File: src/rtl/foc_pkg.sv
// Shared defaults, quarter-period helper and FSM state encoding for the
// field-oriented-control datapath blocks.
package foc_pkg;

  localparam int AW_DEF = 10;
  localparam int DW_DEF = 16;
  localparam int IW_DEF = 16;

  // Table offset turning a sin address into the matching cos address (pi/2).
  function automatic int quarter_offset(input int aw);
    return 32'sd1 <<< (aw - 2);
  endfunction

  localparam int QUARTER_OFFSET = quarter_offset(AW_DEF);

  typedef enum logic [2:0] {
    ST_IDLE = 3'd0,
    ST_ADDR = 3'd1,
    ST_WAIT = 3'd2,
    ST_M0   = 3'd3,
    ST_M1   = 3'd4,
    ST_M2   = 3'd5,
    ST_M3   = 3'd6,
    ST_OUT  = 3'd7
  } park_state_e;

endpackage

File: src/rtl/park_mac.sv
// Combinational multiply-accumulate step: acc_out = (clear ? 0 : acc_in) +/- a*b.
// The accumulator width leaves one guard bit so two full-scale products never overflow.
module park_mac #(
  parameter int IW   = 16,
  parameter int DW   = 16,
  parameter int ACCW = IW + DW + 1
) (
  input  logic signed [IW-1:0]   a,
  input  logic signed [DW-1:0]   b,
  input  logic                   neg,
  input  logic                   clear,
  input  logic signed [ACCW-1:0] acc_in,
  output logic signed [ACCW-1:0] acc_out
);

  logic signed [IW+DW-1:0] prod;
  logic signed [ACCW-1:0]  term;
  logic signed [ACCW-1:0]  base;

  // product, optional negation and clear/accumulate select
  always_comb begin
    prod = a * b;
    if (neg) begin
      term = -ACCW'(prod);
    end else begin
      term = ACCW'(prod);
    end
    if (clear) begin
      base = '0;
    end else begin
      base = acc_in;
    end
    acc_out = base + term;
  end

endmodule

File: src/rtl/park_transform.sv
// Park transform (alpha/beta -> d/q) using an external registered sin/cos table
// and a single time-shared multiplier; one result every 8 cycles.
module park_transform
  import foc_pkg::*;
#(
  parameter int AW = AW_DEF,
  parameter int DW = DW_DEF,
  parameter int IW = IW_DEF
) (
  input  logic                 sys_clk,
  input  logic                 rst_n,
  input  logic                 start,
  output logic                 ready,
  input  logic [AW-1:0]        theta,
  input  logic signed [IW-1:0] i_alpha,
  input  logic signed [IW-1:0] i_beta,
  output logic [AW-1:0]        addr_sin,
  output logic [AW-1:0]        addr_cos,
  input  logic signed [DW-1:0] data_sin,
  input  logic signed [DW-1:0] data_cos,
  output logic signed [IW-1:0] i_d,
  output logic signed [IW-1:0] i_q,
  output logic                 out_valid
);

  localparam int ACCW = IW + DW + 1;
  localparam logic [AW-1:0] QUARTER = AW'(quarter_offset(AW));
  localparam logic signed [ACCW-1:0] MAX_V = {{(ACCW-IW+1){1'b0}}, {(IW-1){1'b1}}};
  localparam logic signed [ACCW-1:0] MIN_V = {{(ACCW-IW+1){1'b1}}, {(IW-1){1'b0}}};

  park_state_e             state_r;
  logic signed [IW-1:0]    alpha_r;
  logic signed [IW-1:0]    beta_r;
  logic signed [DW-1:0]    sin_r;
  logic signed [DW-1:0]    cos_r;
  logic signed [ACCW-1:0]  acc_d_r;
  logic signed [ACCW-1:0]  acc_q_r;

  logic signed [IW-1:0]    mac_a_s;
  logic signed [DW-1:0]    mac_b_s;
  logic                    mac_neg_s;
  logic                    mac_clear_s;
  logic signed [ACCW-1:0]  mac_in_s;
  logic signed [ACCW-1:0]  mac_out_s;

  // Floor shift back to the current scale, then clamp to the IW-bit range.
  function automatic logic signed [IW-1:0] shift_sat(input logic signed [ACCW-1:0] acc);
    logic signed [ACCW-1:0] sh;
    sh = acc >>> (DW - 1);
    if (sh > MAX_V) begin
      return MAX_V[IW-1:0];
    end else if (sh < MIN_V) begin
      return MIN_V[IW-1:0];
    end else begin
      return sh[IW-1:0];
    end
  endfunction

  // operand schedule for the shared multiplier
  always_comb begin
    mac_a_s     = alpha_r;
    mac_b_s     = cos_r;
    mac_neg_s   = 1'b0;
    mac_clear_s = 1'b1;
    mac_in_s    = acc_d_r;
    case (state_r)
      ST_M0: begin
        mac_a_s = alpha_r; mac_b_s = cos_r; mac_clear_s = 1'b1; mac_in_s = acc_d_r;
      end
      ST_M1: begin
        mac_a_s = beta_r; mac_b_s = sin_r; mac_clear_s = 1'b0; mac_in_s = acc_d_r;
      end
      ST_M2: begin
        mac_a_s = alpha_r; mac_b_s = sin_r; mac_neg_s = 1'b1; mac_clear_s = 1'b1;
        mac_in_s = acc_q_r;
      end
      ST_M3: begin
        mac_a_s = beta_r; mac_b_s = cos_r; mac_clear_s = 1'b0; mac_in_s = acc_q_r;
      end
      default: begin
        mac_a_s     = alpha_r;
        mac_b_s     = cos_r;
        mac_neg_s   = 1'b0;
        mac_clear_s = 1'b1;
        mac_in_s    = acc_d_r;
      end
    endcase
  end

  park_mac #(.IW(IW), .DW(DW), .ACCW(ACCW)) u_mac (
    .a       (mac_a_s),
    .b       (mac_b_s),
    .neg     (mac_neg_s),
    .clear   (mac_clear_s),
    .acc_in  (mac_in_s),
    .acc_out (mac_out_s)
  );

  // sequencer FSM with all datapath registers and registered outputs
  always_ff @(posedge sys_clk or negedge rst_n) begin
    if (!rst_n) begin
      state_r   <= ST_IDLE;
      ready     <= 1'b1;
      out_valid <= 1'b0;
      i_d       <= '0;
      i_q       <= '0;
      addr_sin  <= '0;
      addr_cos  <= '0;
      alpha_r   <= '0;
      beta_r    <= '0;
      sin_r     <= '0;
      cos_r     <= '0;
      acc_d_r   <= '0;
      acc_q_r   <= '0;
    end else begin
      out_valid <= 1'b0;
      case (state_r)
        ST_IDLE: begin
          if (start) begin
            alpha_r  <= i_alpha;
            beta_r   <= i_beta;
            addr_sin <= theta;
            addr_cos <= theta + QUARTER;
            ready    <= 1'b0;
            state_r  <= ST_ADDR;
          end else begin
            state_r <= ST_IDLE;
          end
        end
        ST_ADDR: state_r <= ST_WAIT;
        ST_WAIT: begin
          sin_r   <= data_sin;
          cos_r   <= data_cos;
          state_r <= ST_M0;
        end
        ST_M0: begin
          acc_d_r <= mac_out_s;
          state_r <= ST_M1;
        end
        ST_M1: begin
          acc_d_r <= mac_out_s;
          state_r <= ST_M2;
        end
        ST_M2: begin
          acc_q_r <= mac_out_s;
          state_r <= ST_M3;
        end
        ST_M3: begin
          acc_q_r <= mac_out_s;
          state_r <= ST_OUT;
        end
        ST_OUT: begin
          i_d       <= shift_sat(acc_d_r);
          i_q       <= shift_sat(acc_q_r);
          out_valid <= 1'b1;
          ready     <= 1'b1;
          state_r   <= ST_IDLE;
        end
        default: begin
          ready   <= 1'b1;
          state_r <= ST_IDLE;
        end
      endcase
    end
  end

endmodule
File: config.mk
export PLATFORM = sky130hd
export DESIGN_NAME = park_transform
export DESIGN_NICKNAME = d
export VERILOG_FILES = /design/src/rtl/foc_pkg.sv /design/src/rtl/park_mac.sv /design/src/rtl/park_transform.sv
export SDC_FILE = /design/constraint.sdc
export NUM_CORES = 1
export LEC_CHECK = 0
export CAP_MARGIN = 20
export CELL_PAD_IN_SITES_DETAIL_PLACEMENT = 2
export CELL_PAD_IN_SITES_GLOBAL_PLACEMENT = 2
export CORE_MARGIN = 3
export CORE_UTILIZATION = 25
export CTS_BUF_LIST = sky130_fd_sc_hd__clkbuf_16
export DETAILED_ROUTE_END_ITERATION = 10
export PLACE_DENSITY_LB_ADDON = 0.3
export SLEW_MARGIN = 30
export SYNTH_ARGS = -nofsm -noshare
export SYNTH_HDL_FRONTEND = slang
export SYNTH_HIERARCHICAL = 1
export SYNTH_SLANG_ARGS = --single-unit
File: constraint.sdc
create_clock -name sys_clk -period 10.9 [get_ports sys_clk]
set_input_delay 2.725 -clock sys_clk [delete_from_list [all_inputs] [get_ports sys_clk]]
set_output_delay 2.725 -clock sys_clk [all_outputs]
set_load 0.05 [all_outputs]
Word level (Yosys, flattened, before mapping). Cells that the tools add are included.

Flip-flop bits (word level): 187. Bits in latches: 0. Memory bits (writable): 0. Memories: 0. Input bits: 77. Bits in read-only memories: 0. Output and inout bits: 54.

Shift-type cells: 0. Add/sub/neg operators: 3. Equal/unequal tests: 8. Multipliers: 1. Reductions and logical operators: 8. $lt $le $gt $ge: 4. Bitwise gates (word level): 0. Div/mod/pow operators: 0. Mux-type cells: 15.

Operators by type and width (number): $mux W33 (3); $mux W16 (6); $gt A18 B16 Y1 const B (2); $lt A18 B16 Y1 const B (2); $add A33 B33 Y33 (1); $neg A32 Y33 (1); $mul A16 B16 Y32 (1); $pmux W3 S8 (1); $eq A3 B3 Y1 const B (4); $add A10 B9 Y10 const B (1); $reduce_or A2 Y1 (4); $eq A3 B2 Y1 const B (2); $mux W1 (4); $reduce_and A2 Y1 (2); $eq A3 B1 Y1 const B (1); $logic_not A3 Y1 (1); $ne A2 B2 Y1 const B (1); $pmux W1 S2 (1); $reduce_bool A2 Y1 (1).

Longest topological paths before layout.
Word-level depth: 7. Gate-level depth with buffers: 43. Mapped depth without buffers: 40.

Cells and area by module. Netlist, hierarchy kept.

Modules (own cells, without submodules): park_mac (sequential area each 0.0 um2, cells an instance 1530, area an instance 12817.3 um2, times used 1); park_transform (sequential area each 4480.5 um2, cells an instance 616, area an instance 8282.9 um2, times used 1).

Worst setup path after synthesis. Ideal clock, no wire load.

Kind: reg-to-reg. Start: register state_r[0]. End: register acc_d_r[31]. Arrival time: 9482 ps. Buffers on the path: 3. Setup slack: 1293 ps. Setup time: 125 ps. Cell stages (with the launch flop): 41. Period minus slack after synthesis: 9607 ps. Cell sequence: dfrtp_1 inv_1 ha_1 o21ai_2 buf_4 mux2_2 clkbuf_1 and2_1 fa_1 inv_1 fa_1 fa_1 fa_1 inv_1 fa_1 inv_1 fa_1 inv_1 [5 not listed] nor3_1 or3_1 and2_1 nor2_1 nand3_1 o31ai_2 xnor2_1 ha_1 a21o_1 a21oi_1 o21bai_1 a21oi_1 inv_1 or3_1 o311a_1 nor4b_1 a311oi_1 mux2_2.

Longest elaborated chain between the ends: 7. Elaborated cells between the ends (all ways): 17.

Ends and longest elaborated chain: start, declared (RTL line park_transform.sv:31) `park_state_e state_r;`; start signal, assigned (RTL line park_transform.sv:102) `state_r <= ST_IDLE;`; start signal, assigned (RTL line park_transform.sv:125) `state_r <= ST_ADDR;`; start signal, assigned (RTL line park_transform.sv:127) `state_r <= ST_IDLE;`; $eq A3 B3 Y1 (RTL line park_transform.sv:66) `case (state_r)`; $reduce_or A2 Y1 (no line) (*); $mux W16 (*) (RTL line park_transform.sv:66); net mac_b_s[6] (RTL line park_transform.sv:40) `logic signed [DW-1:0] mac_b_s;`; $mul A16 B16 Y32 (*) (RTL line park_mac.sv:22) `prod = a * b;`; $neg A32 Y33 (RTL line park_mac.sv:24) `term = -ACCW'(prod);`; $mux W33 (*) (RTL line park_mac.sv:23) `if (neg) begin`; $add A33 B33 Y33 (*) (RTL line park_mac.sv:33) `acc_out = base + term;`; net mac_out_s[31] (RTL line park_transform.sv:44) `logic signed [ACCW-1:0] mac_out_s;`; end signal, assigned (RTL line park_transform.sv:137) `acc_d_r <= mac_out_s;`; end signal, assigned (RTL line park_transform.sv:141) `acc_d_r <= mac_out_s;`; end, declared (RTL line park_transform.sv:36) `logic signed [ACCW-1:0] acc_d_r;`.

The timed path passes the listed nets; every way through them passes the cells marked *. A chain may end at the register's enable or synchronous reset.

Final worst setup path.
Start: register state_r[0]. End: register acc_q_r[32].

Longest elaborated chain between the ends: 7. Elaborated cells between the ends (all ways): 15.

Ends and longest elaborated chain: $eq A3 B3 Y1 (RTL line park_transform.sv:66); $reduce_or A2 Y1 (no line) (*); $mux W16 (*) (RTL line park_transform.sv:66); net mac_a_s[15] (RTL line park_transform.sv:39) `logic signed [IW-1:0] mac_a_s;`; $mul A16 B16 Y32 (*) (RTL line park_mac.sv:22); $neg A32 Y33 (RTL line park_mac.sv:24); $mux W33 (*) (RTL line park_mac.sv:23); $add A33 B33 Y33 (*) (RTL line park_mac.sv:33); net mac_out_s[32] (RTL line park_transform.sv:44); end signal, assigned (RTL line park_transform.sv:145) `acc_q_r <= mac_out_s;`; end signal, assigned (RTL line park_transform.sv:149) `acc_q_r <= mac_out_s;`; end, declared (RTL line park_transform.sv:37) `logic signed [ACCW-1:0] acc_q_r;`.

Marked as above.

==> flow_metrics.py <==
metrics = {
    "timing": {
        "worst_pin_slew_ps": 895,
        "finalHoldViolations": 0,
        "setup_viol": 0,
        "clock-skew-final_ps": 18.3,
        "slew_violations": 0,
        "max_freq_mhz": 96.5,
        "finalCritPeriodShare_pct": 95.1,
        "timing.slew.headroom_pct": 40.4,
        "hold_ws_ps": 461,
        "fin_ws_ps": 533,
        "fin_crit_ps": 10370,
    },
    "logic_synthesis": {
        "syn_area_per_cell_um2": 9.83,
        "synth-async-reset-ratio_pct": 100,
        "ys_ff_latch": 179,
        "synthFlopType": "dfrtp_1",
        "synthCells": 2146,
        "ys_warn_count": 6,
        "synth_cell_types": 82,
        "seq_area_frac_synth_pct": 21.2,
        "synth_nets": 2605,
        "synth_area_mm2": 0.0211,
        "synth_edf_count": 0,
    },
    "cells_and_area": {
        "final_cell_mix": "inv_1, fa_1, nand2_1",
        "final_cell_area_mm2": 0.0243,
        "fin_nets": 2683,
        "final_common_cell": "inv_1",
        "synthToLayoutAreaGrowth_pct": 15.1,
        "seq_area_mm2": 0.00449,
        "drive_gt1_share_pct": 14.3,
        "multi_input_area_mm2": 0.0150,
        "fillCellCount": 9110,
    },
    "detailed_routing": {
        "routedWlPerCell_um": 18.8,
        "ant_nets": 0,
        "dr.pass1.iters": 5,
        "dr.first_iter.drc_count": 501,
        "vias": 15477,
        "route.final.wire_length_mm": 63.0,
        "viasPerCell": 4.60,
        "drcViolationCount": 0,
    },
    "setup_path": {
        "worst_setup_path_start_kind": "flop",
        "crit_fanout": 16,
        "max_stage_delay_ps": 660,
        "reg2reg_depth": 38,
        "cp_slowest_cell": "fa_1",
        "worstSetupEndpointType": "flop",
        "arrival_ps": 10730,
        "cp.required_ps": 11270,
        "path_class": "flop to flop",
    },
    "die": {
        "row_count": 105,
        "io_pins": 131,
        "fp.dieH_um": 297,
        "die_area_mm2": 0.0879,
        "core-area_mm2": 0.0829,
        "initial_utilization_pct": 25.5,
        "die_w_um": 297,
    },
    "grt": {
        "grt_pass1_vias": 18366,
        "grt_pass1_wl_mm": 102,
        "grt_start_max_net_pins": 73,
        "grt.overflow.total": 0,
        "grt_usage_pct": 14.9,
        "antenna_found_initial": 0,
    },
    "cts": {
        "cts_buffers": 17,
        "clk_pin_slew_ps": 70,
        "insertion_delay_ps": 490,
        "htreeDepth": 4,
        "cts_root_buf": "clkbuf_16",
        "tritoncts": "yes",
        "cts_sinks": 179,
        "cts_buffer_depth": 2,
        "cts.hold.buffers_added": 0,
    },
    "place": {
        "place_congestion": 0.778,
        "dpl.hpwl_mm": 49.8,
        "dpl_cell_area_mm2": 0.0235,
        "dp_slack_ps": 167,
        "portBuffers": 130,
    },
    "worst_hold_path": {
        "hp-class": "flop to flop",
        "whs_path_depth": 2,
    },
    "outcome": {
        "status": "completed",
    },
    "job": {
        "drv_cap": 0,
    },
}
==> path summary, 6_finish.rpt <==
kind	startpoint	to	slack (ps)
min in group asynchronous	rst_n	i_d[10]	2240
hold reg to reg	ready	ready	460
max in group asynchronous	rst_n	sin_r[7]	6990
setup / recovery	state_r[0]	acc_q_r[32]	530
hold / removal	ready	ready	460
setup reg to reg	state_r[0]	acc_q_r[32]	530
==> final cells by class <==
| type | instances | share of cell area, % |
|---|---|---|
| Timing Repair Buffer | 158 | 6.28 |
| Tap cell | 1123 | 5.78 |
| Antenna cell | 1 | 0.0103 |
| Multi-Input combinational cell | 1527 | 61.9 |
| Clock inverter | 15 | 0.546 |
| Inverter | 341 | 5.30 |
| Sequential cell | 179 | 18.5 |
| Clock buffer | 17 | 1.75 |
==> flip-flops by register name, summed over array words and instances (netlist names), 10 cells and up <==
signal    cells
acc_q_r      33
cos_r        16
alpha_r      16
i_q          16
i_d          16
beta_r       16
acc_d_r      33
sin_r        16
addr_sin     10
==> through the flow <==
stage / setup TNS, ps / util, % / std cells
after floorplan: 0 / - / 2146
after global placement: 0 / 28.3 / 3318
after detailed placement: 0 / 28.3 / 3318
after CTS: 0 / 29.0 / 3350
after global routing: -36.0 / 29.3 / 3360
final: 0 / 29.3 / 3361
==> Yosys cell counts (43+ instances only) <==
cell type | count | area share (%)
inv_1 | 340 | 6.0
fa_1 | 263 | 25
nand2_1 | 194 | 3.5
mux2_2 | 179 | 9.6
dfrtp_1 | 178 | 21
and2_1 | 132 | 3.9
ha_1 | 119 | 7.1
a21oi_1 | 87 | 2.1
nor2_1 | 69 | 1.2
xnor2_1 | 61 | 2.5
clkbuf_1 | 60 | 1.1
o21ai_0 | 43 | 1.0
==> layer usage <==
layer  up-vias  wire, um  global-route usage [%]
met3        50       972                    1.70
met2       112     34200                    28.4
met1      8244     26900                    17.9
met4         0       941                    3.69
met5         -         0                       0
li1       7071         -                       -
==> what timing repair did <==
item                                    in CTS  in global routing
setup buffers                                0                 10
endpoints found under the setup margin       0                 20
gates resized for setup                      0                 44
==> worst max-delay path: cells and delay by family (launching register included) <==
family	cells	cell delay, ps
simple gates	6	1320
fa+ha+maj	9	4360
buf+inv	7	650
mux	2	690
xor+xnor	3	420
compound gates	11	2410
flops	1	390
==> kinds of logic (layout without fill, tap and decap cells) <==
logic type | after synthesis | count (layout) | share of synthesized area [%]
AND/OR/NAND/NOR | 541 | 541 | 13.0
buffers and inverters | 440 | 531 | 8.39
adder cells (fa/ha/maj) | 382 | 382 | 32.0
AO/OA/AOI/OAI | 309 | 309 | 10.1
multiplexers | 210 | 210 | 11.7
flip-flops | 179 | 179 | 21.2
XOR/XNOR | 85 | 85 | 3.53
other | 0 | 1 | 0
Power is not shown: default switching activity piles up to over one toggle a cycle in this logic, so the estimate is an artifact.
